### config.mk
export PLATFORM = sky130hd
export DESIGN_NAME = iibg_ctrl_19x19
export DESIGN_NICKNAME = d
export VERILOG_FILES = /design/src/rtl/iibg_pkg.sv /design/src/rtl/iibg_corner_addr.sv /design/src/rtl/iibg_ctrl_19x19.sv
export SDC_FILE = /design/constraint.sdc
export NUM_CORES = 1
export LEC_CHECK = 0
export BUFFER_PORTS_ARGS = -buffer_cell sky130_fd_sc_hd__buf_2
export CAP_MARGIN = 15
export CELL_PAD_IN_SITES_DETAIL_PLACEMENT = 2
export CELL_PAD_IN_SITES_GLOBAL_PLACEMENT = 2
export CORE_AREA = 8 8 129 131
export CTS_CLUSTER_DIAMETER = 200
export DETAILED_ROUTE_END_ITERATION = 7
export DIE_AREA = 0 0 137 139
export PLACE_DENSITY_LB_ADDON = 0.2
export SLEW_MARGIN = 25
export SYNTH_ARGS = -nofsm -noshare
export SYNTH_HDL_FRONTEND = slang
export SYNTH_SLANG_ARGS = --single-unit
### constraint.sdc
create_clock -name iClk -period 9 [get_ports iClk]
set_input_delay 1.8 -clock iClk [delete_from_list [all_inputs] [get_ports iClk]]
set_output_delay 1.8 -clock iClk [all_outputs]
set_load 0.005 [all_outputs]
### src/rtl/iibg_pkg.sv
// Shared sizes, state encoding and the row-pitch address helper for the
// 19x19 integral-image BRAM group sequencer.
package iibg_pkg;

  localparam int IMG_W    = 20;
  localparam int N_WORDS  = 400;
  localparam int N_GROUPS = 8;
  localparam int WORD_W   = 21;
  localparam int ADDR_W   = 9;
  localparam int RECT_W   = 5;
  localparam int RD_GAP   = 7;

  localparam logic [RECT_W-1:0] COORD_MAX = RECT_W'(IMG_W - 1);

  typedef enum logic [3:0] {
    ST_IDLE,
    ST_RST_H,
    ST_LOAD,
    ST_F_CLR,
    ST_R_WAIT,
    ST_R_REQ,
    ST_R_ADDR,
    ST_R_GAP,
    ST_FEAT,
    ST_DONE
  } state_e;

  // row*20 + col as (row<<4)+(row<<2)+col; operands are already clamped to 19.
  function automatic logic [ADDR_W-1:0] row_col_addr(input logic [RECT_W-1:0] row,
                                                      input logic [RECT_W-1:0] col);
    logic [ADDR_W-1:0] row_w;
    logic [ADDR_W-1:0] col_w;
    row_w = {4'd0, row};
    col_w = {4'd0, col};
    return (row_w << 3'd4) + (row_w << 3'd2) + col_w;
  endfunction

endpackage

### src/rtl/iibg_corner_addr.sv
// Rectangle descriptor to the four corner word addresses A,B,C,D, with every
// coordinate saturated to the last row/column and an out-of-range flag.
module iibg_corner_addr
  import iibg_pkg::*;
(
  input  logic [RECT_W-1:0] x,
  input  logic [RECT_W-1:0] y,
  input  logic [RECT_W-1:0] w,
  input  logic [RECT_W-1:0] h,
  output logic [ADDR_W-1:0] addr_a,
  output logic [ADDR_W-1:0] addr_b,
  output logic [ADDR_W-1:0] addr_c,
  output logic [ADDR_W-1:0] addr_d,
  output logic              oor
);

  logic [RECT_W:0]   x_end_s;
  logic [RECT_W:0]   y_end_s;
  logic              x_oor_s;
  logic              y_oor_s;
  logic [RECT_W-1:0] col_l_s;
  logic [RECT_W-1:0] col_r_s;
  logic [RECT_W-1:0] row_t_s;
  logic [RECT_W-1:0] row_b_s;

  // Far edges and saturation of all four coordinates.
  always_comb begin
    x_end_s = {1'b0, x} + {1'b0, w};
    y_end_s = {1'b0, y} + {1'b0, h};
    x_oor_s = (x_end_s > {1'b0, COORD_MAX});
    y_oor_s = (y_end_s > {1'b0, COORD_MAX});

    if (x > COORD_MAX) col_l_s = COORD_MAX;
    else               col_l_s = x;
    if (y > COORD_MAX) row_t_s = COORD_MAX;
    else               row_t_s = y;
    if (x_oor_s) col_r_s = COORD_MAX;
    else         col_r_s = x_end_s[RECT_W-1:0];
    if (y_oor_s) row_b_s = COORD_MAX;
    else         row_b_s = y_end_s[RECT_W-1:0];
  end

  assign addr_a = row_col_addr(row_t_s, col_l_s);
  assign addr_b = row_col_addr(row_t_s, col_r_s);
  assign addr_c = row_col_addr(row_b_s, col_l_s);
  assign addr_d = row_col_addr(row_b_s, col_r_s);
  assign oor    = x_oor_s | y_oor_s;

endmodule

### src/rtl/iibg_ctrl_19x19.sv
// Sequencer for the 19x19 integral-image BRAM group: per window reset + 400-word
// load, per feature an output clear followed by eight four-corner rectangle reads.
module iibg_ctrl_19x19
  import iibg_pkg::*;
(
  input  logic              iClk,
  input  logic              iReset,
  input  logic              iStart,
  input  logic              iPix_valid,
  input  logic [WORD_W-1:0] iPix_data,
  output logic              oPix_ready,
  input  logic              iRect_valid,
  input  logic [RECT_W-1:0] iRect_x,
  input  logic [RECT_W-1:0] iRect_y,
  input  logic [RECT_W-1:0] iRect_w,
  input  logic [RECT_W-1:0] iRect_h,
  input  logic              iRect_eow,
  output logic              oRect_ready,
  output logic              oIibg_rst,
  output logic              oIibg_wrreq,
  output logic [WORD_W-1:0] oIibg_data,
  output logic [ADDR_W-1:0] oIibg_addr,
  output logic              oIibg_rdreq,
  output logic              oIibg_full,
  input  logic              iIibg_full,
  output logic              oBusy,
  output logic              oFeat_valid,
  output logic              oWin_done,
  output logic              oErr
);

  localparam logic [ADDR_W-1:0] LAST_WORD = ADDR_W'(N_WORDS - 1);
  localparam logic [3:0]        GAP_EXIT  = 4'(RD_GAP - 2);
  localparam logic [3:0]        LAST_RECT = 4'(N_GROUPS - 1);

  state_e            state_r;
  logic [1:0]        sub_r;
  logic [ADDR_W-1:0] wcnt_r;
  logic [3:0]        rcnt_r;
  logic [3:0]        gcnt_r;
  logic              eow_r;
  logic [ADDR_W-1:0] corner_a_r;
  logic [ADDR_W-1:0] corner_b_r;
  logic [ADDR_W-1:0] corner_c_r;
  logic [ADDR_W-1:0] corner_d_r;
  logic              pix_ready_r;
  logic              rect_ready_r;
  logic              rst_r;
  logic              full_r;
  logic              rdreq_r;
  logic [ADDR_W-1:0] addr_r;
  logic              feat_r;
  logic              done_r;
  logic              busy_r;
  logic              err_r;

  logic              pix_hs_s;
  logic              rect_hs_s;
  logic [ADDR_W-1:0] corner_a_s;
  logic [ADDR_W-1:0] corner_b_s;
  logic [ADDR_W-1:0] corner_c_s;
  logic [ADDR_W-1:0] corner_d_s;
  logic              oor_s;

  iibg_corner_addr u_corner (
    .x      (iRect_x),
    .y      (iRect_y),
    .w      (iRect_w),
    .h      (iRect_h),
    .addr_a (corner_a_s),
    .addr_b (corner_b_s),
    .addr_c (corner_c_s),
    .addr_d (corner_d_s),
    .oor    (oor_s)
  );

  assign pix_hs_s  = iPix_valid & pix_ready_r;
  assign rect_hs_s = iRect_valid & rect_ready_r;

  // Main sequencer; every control output is a register written only here.
  always_ff @(posedge iClk) begin
    if (iReset) begin
      state_r      <= ST_IDLE;
      sub_r        <= 2'd0;
      wcnt_r       <= {ADDR_W{1'b0}};
      rcnt_r       <= 4'd0;
      gcnt_r       <= 4'd0;
      eow_r        <= 1'b0;
      corner_a_r   <= {ADDR_W{1'b0}};
      corner_b_r   <= {ADDR_W{1'b0}};
      corner_c_r   <= {ADDR_W{1'b0}};
      corner_d_r   <= {ADDR_W{1'b0}};
      pix_ready_r  <= 1'b0;
      rect_ready_r <= 1'b0;
      rst_r        <= 1'b0;
      full_r       <= 1'b0;
      rdreq_r      <= 1'b0;
      addr_r       <= {ADDR_W{1'b0}};
      feat_r       <= 1'b0;
      done_r       <= 1'b0;
      busy_r       <= 1'b0;
      err_r        <= 1'b0;
    end else begin
      case (state_r)
        ST_IDLE: begin
          if (iStart) begin
            state_r <= ST_RST_H;
            rst_r   <= 1'b1;
            busy_r  <= 1'b1;
            err_r   <= 1'b0;
            sub_r   <= 2'd0;
          end
        end
        ST_RST_H: begin
          if (sub_r == 2'd1) begin
            rst_r       <= 1'b0;
            pix_ready_r <= 1'b1;
            wcnt_r      <= {ADDR_W{1'b0}};
            state_r     <= ST_LOAD;
          end else begin
            sub_r <= sub_r + 2'd1;
          end
        end
        ST_LOAD: begin
          if (pix_hs_s) begin
            wcnt_r <= wcnt_r + 9'd1;
            if (wcnt_r == LAST_WORD) begin
              // The group must report its last address on this very write.
              if (!iIibg_full) err_r <= 1'b1;
              pix_ready_r <= 1'b0;
              full_r      <= 1'b1;
              rcnt_r      <= 4'd0;
              sub_r       <= 2'd0;
              state_r     <= ST_F_CLR;
            end
          end
        end
        ST_F_CLR: begin
          full_r <= 1'b0;
          if (sub_r == 2'd3) begin
            rect_ready_r <= 1'b1;
            state_r      <= ST_R_WAIT;
          end else begin
            sub_r <= sub_r + 2'd1;
          end
        end
        ST_R_WAIT: begin
          if (rect_hs_s) begin
            rect_ready_r <= 1'b0;
            corner_a_r   <= corner_a_s;
            corner_b_r   <= corner_b_s;
            corner_c_r   <= corner_c_s;
            corner_d_r   <= corner_d_s;
            eow_r        <= iRect_eow;
            if (oor_s) err_r <= 1'b1;
            rdreq_r      <= 1'b1;
            gcnt_r       <= 4'd0;
            state_r      <= ST_R_REQ;
          end
        end
        ST_R_REQ: begin
          rdreq_r <= 1'b0;
          addr_r  <= corner_a_r;
          sub_r   <= 2'd0;
          gcnt_r  <= gcnt_r + 4'd1;
          state_r <= ST_R_ADDR;
        end
        ST_R_ADDR: begin
          gcnt_r <= gcnt_r + 4'd1;
          sub_r  <= sub_r + 2'd1;
          case (sub_r)
            2'd0:    addr_r <= corner_b_r;
            2'd1:    addr_r <= corner_c_r;
            2'd2:    addr_r <= corner_d_r;
            default: begin
              addr_r  <= {ADDR_W{1'b0}};
              state_r <= ST_R_GAP;
            end
          endcase
        end
        ST_R_GAP: begin
          gcnt_r <= gcnt_r + 4'd1;
          // Leaving here at gap-2 puts the next rdreq exactly RD_GAP after this one.
          if (gcnt_r >= GAP_EXIT) begin
            rcnt_r <= rcnt_r + 4'd1;
            if (rcnt_r == LAST_RECT) begin
              feat_r  <= 1'b1;
              state_r <= ST_FEAT;
            end else begin
              rect_ready_r <= 1'b1;
              state_r      <= ST_R_WAIT;
            end
          end
        end
        ST_FEAT: begin
          feat_r <= 1'b0;
          if (eow_r) begin
            done_r  <= 1'b1;
            state_r <= ST_DONE;
          end else begin
            full_r  <= 1'b1;
            rcnt_r  <= 4'd0;
            sub_r   <= 2'd0;
            state_r <= ST_F_CLR;
          end
        end
        ST_DONE: begin
          done_r  <= 1'b0;
          busy_r  <= 1'b0;
          state_r <= ST_IDLE;
        end
        default: begin
          busy_r  <= 1'b0;
          state_r <= ST_IDLE;
        end
      endcase
    end
  end

  assign oPix_ready  = pix_ready_r;
  assign oRect_ready = rect_ready_r;
  assign oIibg_rst   = rst_r;
  assign oIibg_wrreq = pix_hs_s;
  assign oIibg_data  = pix_hs_s ? iPix_data : {WORD_W{1'b0}};
  assign oIibg_addr  = addr_r;
  assign oIibg_rdreq = rdreq_r;
  assign oIibg_full  = full_r;
  assign oBusy       = busy_r;
  assign oFeat_valid = feat_r;
  assign oWin_done   = done_r;
  assign oErr        = err_r;

endmodule

==> flow_summary_export.csv, run 1 <==
group,metric,value,unit
logic_synthesis,synth_fa_ha_area_share,11.8,%
logic_synthesis,syn_nets,735,
logic_synthesis,synth_flop_cell,"dfxtp_1",
pwr,swShare,34.5,%
cells_and_area,drive_above_1_share,17.1,%
logic_synthesis,synthSimpleGateAreaFrac,26.3,%
pwr,pwr-share-comb,31.9,%
drt,route.vias.total,4897,
cts,hold_buffers,0,
sta,finalSetupViolations,0,
cells_and_area,syn_to_final_growth,18.1,%
floorplanning,die_h,139,µm
drt,drt_iter0_markers,249,
logic_synthesis,synth_edf_count,0,
cts,cts_max_path_buffers,2,
cts,numCtsBuffers,9,
cts,root_buffer,"clkbuf_16",
cells_and_area,final_core_util,40.0,%
drt,wl,16.5,mm
pwr,vdd.ir_drop.worst,94.9,µV
setup_path,path_class,"primary input to flop",
cts,cts.sinks,74,
setup_path,setup.worst_path.end_class,"flop",
logic_synthesis,synth_compound_area_share,20.9,%
setup_path,arrival,5.41,ns
sta,hold_ws,0.461,ns
pwr,p_switching,0.404,mW
floorplanning,core_area,14800,µm²
cts,postCtsSetupBuffers,0,
logic_synthesis,synth_top_family_by_area,"simple AND/OR/NAND/NOR gates",
setup_path,cp_max_fo,5,
cells_and_area,design_area,5900,µm²
logic_synthesis,synthXorXnorAreaFrac,5.43,%
floorplanning,die_w,137,µm
logic_synthesis,ys_warn_count,0,
sta,max_freq,194,MHz
drt,wl_per_cell,18.3,µm
floorplanning,start_util,33.9,%
worst_hold_path,whs_path_depth,2,
setup_path,crit_end,"corner_d_r[8]",
cells_and_area,diodes,0,
drt,maxUsedRoutingLayer,"met4",
cts,clk_latency,0.34,ns
sta,rsz0062_at_grt,"no",
cells_and_area,final_common_cell,"buf_2",
drt,drc,0,
floorplanning,die_area,19000,µm²
logic_synthesis,syn_area_per_cell,7.77,µm²
logic_synthesis,synth-async-reset-ratio,0,%
pwr,p_clk_share,36.3,%
grt,gr-usage-all-layers,17.4,%
placed_design,numPortBuffers,87,
cts,postCtsResizedCells,0,
logic_synthesis,ys_seq_elements,74,
setup_path,r2r_setup_slack,6.18,ns
setup_path,reg2reg_depth,7,
worst_hold_path,min_path_type,"flop to flop",
grt,grt.overflow.total,0,
pwr,p_seq_share,31.8,%
cells_and_area,mostFrequentLayoutCells,"87 x buf_2, 74 x nor2_1, 74 x dfxtp_1, 64 x nand2_1, 61 x a21oi_1",
drt,dr_wl_met2,8.70,mm
sta,worst_pin_slew,0.761,ns
grt,grt_start_max_net_pins,71,
sta,fin_crit_sh,57.1,%
drt,wl_met1,7.31,mm
drt,final_antenna_net_count,0,
drt,wl_met3,348,µm
logic_synthesis,syn_area,5000,µm²
setup_path,cp.required,9.27,ns
logic_synthesis,yosysUniqueCellTypes,57,
placed_design,gp_congestion,0.805,
sta,finClkSkew,0.00589,ns
setup_path,cp-startpoint,"iRect_y[0]",
setup_path,reg2reg_from,"state_r[1]",
pwr,p_leak,2.50,nW
cells_and_area,layout.nets,800,
run_status,status,"completed",
sta,final_max_slew_viol_count,0,
setup_path,start_kind,"primary input",
cts,clk_pin_slew,0.06,ns
grt,grt_pass1_vias,5351,
grt,antenna_found_initial,0,
drt,vias_per_cell,5.43,
sta,slew_headroom,49.2,%
setup_path,r2r-end,"state_r[2]",
floorplanning,num_rows,45,
grt,grt_pass1_wl,27.1,mm
pwr,p_per_area,199,nW/µm²
sta,period_needed,5.14,ns
logic_synthesis,synthMuxAreaShare,1.03,%
cts,tritoncts,"built",
pwr,finalPower,1.17,mW
pwr,internal-power,0.768,mW
placed_design,dp_hpwl,12.9,mm
placed_design,place_area,5550,µm²
logic_synthesis,synthCells,644,
cts,htree_levels,3,
sta,fin_tns_setup,0,ns
logic_synthesis,yosysSeqAreaShare,29.6,%
sta,hold_violations,0,
drt,dr.pass1.iters,5,
flow_run,cap_viol_max_count,0,
floorplanning,ios,88,
-- cells in the mapped netlist (2+ instances only) --
master	number	area, µm²
nor4b_2	2	30.0
o21a_1	3	22.5
fa_1	7	140
xnor2_1	19	166
mux2i_1	4	40.0
a22o_1	2	17.5
a21oi_1	61	305
dfxtp_1	74	1480
buf_2	9	45.0
buf_1	5	18.8
nand4b_1	2	17.5
nor3_1	31	155
o21bai_1	3	22.5
a21o_1	11	82.6
inv_1	23	86.3
xor2_1	12	105
nor2_1	74	278
and3_1	30	188
a222oi_1	7	70.1
a211oi_1	21	158
nand3_1	9	45.0
o21ai_0	29	145
nand3b_1	5	37.5
a31oi_1	6	37.5
o2111ai_1	2	17.5
nand2_1	64	240
clkbuf_1	23	86.3
nand4_1	6	37.5
nand2b_1	8	50.1
or3_1	5	31.3
nor4_1	2	12.5
a311oi_1	2	17.5
and2_1	3	18.8
or2_2	4	25.0
ha_1	36	450
a22oi_1	6	45.0
nor2b_1	14	87.6
-- metrics by stage --
| step | setup slack [ns] | cells |
|---|---|---|
| after floorplan | 4.14 | 644 |
| after global placement | 3.74 | 886 |
| final | 3.86 | 902 |
| after CTS | 3.87 | 902 |
| after global routing | 3.50 | 902 |
| after detailed placement | 3.52 | 886 |
-- final cells by class --
class | instances | area (µm²)
clock buffer | 10 | 239
clock inverter | 6 | 114
fill | 1717 | 8850
inverter | 23 | 86.3
multi-input combinational | 509 | 3280
sequential | 74 | 1480
tap | 188 | 235
timing repair buffer | 92 | 473
-- metal layers --
| metal | GRT usage [%] | up-vias |
|---|---|---|
| met1 | 20.7 | 2423 |
| li1 | - | 2416 |
| met2 | 31.6 | 46 |
| met5 | 0 | - |
| met4 | 3.83 | 0 |
| met3 | 2.83 | 12 |
-- worst min path at each step --
stage                        startpoint       endpoint  slack [ns]
after floorplan           corner_d_r[5]  corner_d_r[5]        0.43
after global placement    corner_b_r[5]  corner_b_r[5]        0.44
after detailed placement  corner_c_r[3]  corner_c_r[3]        0.45
after CTS                 corner_a_r[5]  corner_a_r[5]        0.46
after global routing               oErr           oErr        0.49
final                     corner_a_r[5]  corner_a_r[5]        0.46
-- power groups by stage --
stage | logic (mW) | registers, mW | clock network, mW
3_3_place_gp | 0.356 | 0.378 | 0
4_1_cts | 0.377 | 0.372 | 0.435
5_1_grt | 0.418 | 0.376 | 0.449
6_report | 0.374 | 0.373 | 0.426
2_1_floorplan | 0.282 | 0.359 | 0
3_5_place_dp | 0.374 | 0.380 | 0
-- worst max-delay path: stages --
cell and delay (ns):
buf_2 0.08, ha_1 0.20, inv_1 0.07, fa_1 0.47, nor2b_1 0.27, o22a_1 0.22, xnor2_1 0.17, o21ai_0 0.11
a21oi_1 0.31, nand2b_1 0.17, ha_1 0.27, ha_1 0.24, a211oi_1 0.23, o21bai_1 0.18, nor2_1 0.14, nor3_1 0.25
mux2i_1 0.21
-- sequential cells by signal (all words and copies together), names as in the netlist, 2 cells and up --
name	count
corner_a_r	9
corner_b_r	9
oIibg_addr	9
wcnt_r	9
corner_c_r	7
corner_d_r	7
gcnt_r	4
rcnt_r	4
state_r	4
sub_r	2
-- cells by family (layout without fill, tap and decap cells) --
logic type | count (synthesis) | after routing
adder cells (fa/ha/maj) | 43 | 43
AO/OA/AOI/OAI | 164 | 164
AND/OR/NAND/NOR | 266 | 266
flip-flops | 74 | 74
multiplexers | 5 | 5
buffers and inverters | 61 | 131
XOR/XNOR | 31 | 31
(Power assumes the default switching activity.)
==> run 2, diff against run 1 <==
- ABC_AREA: default -> 1
- CORE_AREA: 8 8 129 131 -> 8 8 143 145
- DIE_AREA: 0 0 137 139 -> 0 0 151 153
- clock period: 9 -> 4.65 ns (I/O delays scaled with it)
==> flow_summary_export.csv, run 2 <==
group,metric,value,unit
pwr,p_clk_share,29.1,%
logic_synthesis,netlist.top_cell.by_area,"dfxtp_1",
setup_path,arrival,4.20,ns
placed_design,gp_congestion,0.904,
pwr,p_switching,1.03,mW
logic_synthesis,yosysUniqueCellTypes,41,
drt,drc,0,
floorplanning,die_h,153,µm
cells_and_area,drive_above_1_share,17.4,%
setup_path,cp_common_cell,"nand2_1",
sta,finClkSkew,0.00712,ns
setup_path,cp_top_family,"simple AND/OR/NAND/NOR gates",
sta,worst_pin_slew,0.898,ns
setup_path,path_class,"primary input to flop",
worst_hold_path,min_to,"oErr",
sta,rsz0062_at_grt,"no",
cts,postCtsSetupBuffers,0,
floorplanning,core_area,18300,µm²
pwr,pwr-share-comb,41.3,%
logic_synthesis,ys_warn_count,0,
drt,wl_met1,7.90,mm
logic_synthesis,yosysMostFrequentCell,"nand2_1",
sta,fin_crit_sh,85.0,%
placed_design,pre_cts_ws,0.357,ns
setup_path,r2r-end,"corner_a_r[2]",
setup_path,r2r_setup_slack,1.93,ns
pwr,p_leak,2.99,nW
cts,clk_pin_slew,0.06,ns
worst_hold_path,hp-start,"oErr",
sta,setup_ws,0.696,ns
cts,postCtsResizedCells,0,
setup_path,cp.required,4.89,ns
pwr,p_seq_share,29.5,%
floorplanning,start_util,27.3,%
cells_and_area,diodes,0,
cells_and_area,syn_to_final_growth,19.8,%
cts,cts_max_path_buffers,2,
logic_synthesis,ys_seq_elements,74,
grt,antenna_found_initial,0,
drt,wl,17.9,mm
drt,final_antenna_net_count,0,
sta,final_max_slew_viol_count,0,
logic_synthesis,post-synth-top-area-fraction,29.7,%
grt,grt.overflow.total,0,
sta,slew_headroom,39.4,%
pwr,swShare,41.6,%
setup_path,crit_chain,"buf_2, ha_1, inv_1, fa_1, nand3b_1, nand3_1, nand2_1, nand2_1, nand2_1, or2_2, ha_1, ha_1, a21oi_1, or2_2, nor2_1, nand3_1, nand2_1, nand3_1, nand2_1, inv_1",
setup_path,cpPeakStageDelay,0.39,ns
logic_synthesis,synth_top_cells_by_area,"dfxtp_1 30%, ha_1 9.0%, nand2_1 9.0%",
flow_run,cap_viol_max_count,0,
cts,cts.sinks,74,
drt,maxUsedRoutingLayer,"met4",
logic_synthesis,syn_nets,824,
logic_synthesis,syn_area_per_cell,6.80,µm²
run_status,status,"completed",
drt,vias_per_cell,4.81,
cts,tritoncts,"built",
placed_design,numPortBuffers,87,
sta,finalSetupViolations,0,
floorplanning,die_area,23100,µm²
drt,wl_per_cell,17.0,µm
floorplanning,num_rows,50,
sta,period_needed,3.95,ns
drt,drt_iter0_markers,113,
setup_path,setup.worst_path.end_class,"flop",
cells_and_area,layout.nets,906,
drt,dr.pass1.iters,4,
floorplanning,ios,88,
cts,root_buffer,"clkbuf_16",
cts,numCtsBuffers,9,
setup_path,reg2reg_depth,9,
cts,hold_buffers,0,
setup_path,cp_num_cells,20,
drt,route.vias.total,5068,
logic_synthesis,yosysSeqAreaShare,29.7,%
worst_hold_path,min_path_type,"flop to flop",
logic_synthesis,synth_edf_count,0,
setup_path,reg2reg_from,"state_r[1]",
cts,htree_levels,3,
setup_path,critPathSlowestCell,"fa_1",
placed_design,dp_hpwl,14.5,mm
grt,grt_start_max_net_pins,49,
grt,grt_pass1_vias,5649,
cts,clk_latency,0.34,ns
pwr,internal-power,1.45,mW
pwr,p_per_area,417,nW/µm²
grt,gr-usage-all-layers,16.0,%
cells_and_area,final_common_cell,"nand2_1",
pwr,vdd.ir_drop.worst,188,µV
logic_synthesis,synth-async-reset-ratio,0,%
logic_synthesis,synth_flop_cell,"dfxtp_1",
setup_path,cp_max_fo,4,
cells_and_area,mostFrequentLayoutCells,"119 x nand2_1, 115 x inv_1, 87 x buf_2, 85 x nor2_1, 74 x dfxtp_1",
grt,grt_pass1_wl,29.5,mm
drt,wl_met3,359,µm
logic_synthesis,syn_area,4980,µm²
logic_synthesis,synthCells,733,
worst_hold_path,whs_path_depth,2,
drt,dr_wl_met2,9.35,mm
setup_path,start_kind,"primary input",
sta,fin_tns_setup,0,ns
sta,max_freq,253,MHz
setup_path,cp.buffers_inverters,3,
sta,hold_violations,0,
floorplanning,die_w,151,µm
logic_synthesis,yosys-top-cells-count,"119 x nand2_1, 115 x inv_1, 86 x nor2_1",
run 2: per-stage QoR:
step / hold WS, ns / std cells / area, µm² / power (mW) / util [%]
after floorplan: 0.430 / 733 / 4980 / 1.42 / -
after global placement: 0.435 / 1038 / 5670 / 1.73 / 31.0
after detailed placement: 0.443 / 1038 / 5670 / 1.78 / 31.0
after CTS: 0.453 / 1054 / 5970 / 2.52 / 32.7
after global routing: 0.478 / 1054 / 5970 / 2.67 / 32.7
final: 0.449 / 1054 / 5970 / 2.49 / 32.7
run 2: routing by layer:
layer / vias to the layer above / global-route usage (%)
met1: 2458 / 19.1
met2: 53 / 28.9
met4: 0 / 5.00
met5: - / 0
met3: 17 / 1.65
li1: 2540 / -
run 2: worst max-delay path by stage:
stage	start	to	slack [ns]
finish	iRect_y[0]	corner_c_r[8]	0.70
global route	iRect_y[0]	corner_c_r[8]	0.38
CTS	iRect_y[0]	corner_c_r[8]	0.70
detailed placement	iRect_y[0]	corner_c_r[8]	0.36
global placement	iRect_y[0]	corner_c_r[8]	0.51
floorplan	iRect_y[0]	corner_c_r[8]	0.82
run 2: power by group through the flow:
stage          Sequential, mW  Clock [mW]  Combinational [mW]
2_1_floorplan           0.740           0               0.682
3_3_place_gp            0.746           0               0.988
3_5_place_dp            0.750           0                1.03
4_1_cts                 0.736       0.742                1.04
5_1_grt                 0.744       0.768                1.15
6_report                0.735       0.724                1.03
run 2: cells by family after synthesis:
| family | share of synthesized area, % |
|---|---|
| flops | 29.7 |
| buf+inv | 11.7 |
| xor+xnor | 2.99 |
| compound gates | 17.9 |
| fa+ha+maj | 11.9 |
| simple gates | 25.8 |
run 2: layout make-up:
| class | instances | area, µm² |
|---|---|---|
| fill | 2203 | 12300 |
| multi-input combinational | 506 | 2920 |
| sequential | 74 | 1480 |
| inverter | 132 | 495 |
| timing repair buffer | 92 | 473 |
| tap | 234 | 293 |
| clock buffer | 10 | 239 |
| clock inverter | 6 | 66.3 |
run 2: worst reg2reg max path, cell delays in order, from the launching register on:
cell	delay, ns
dfxtp_1	0.39
nor2_1	0.27
inv_2	0.06
nor2_1	0.21
inv_2	0.12
nor2_2	0.09
buf_4	0.44
inv_1	0.55
nor2_1	0.39
nor2_1	0.08
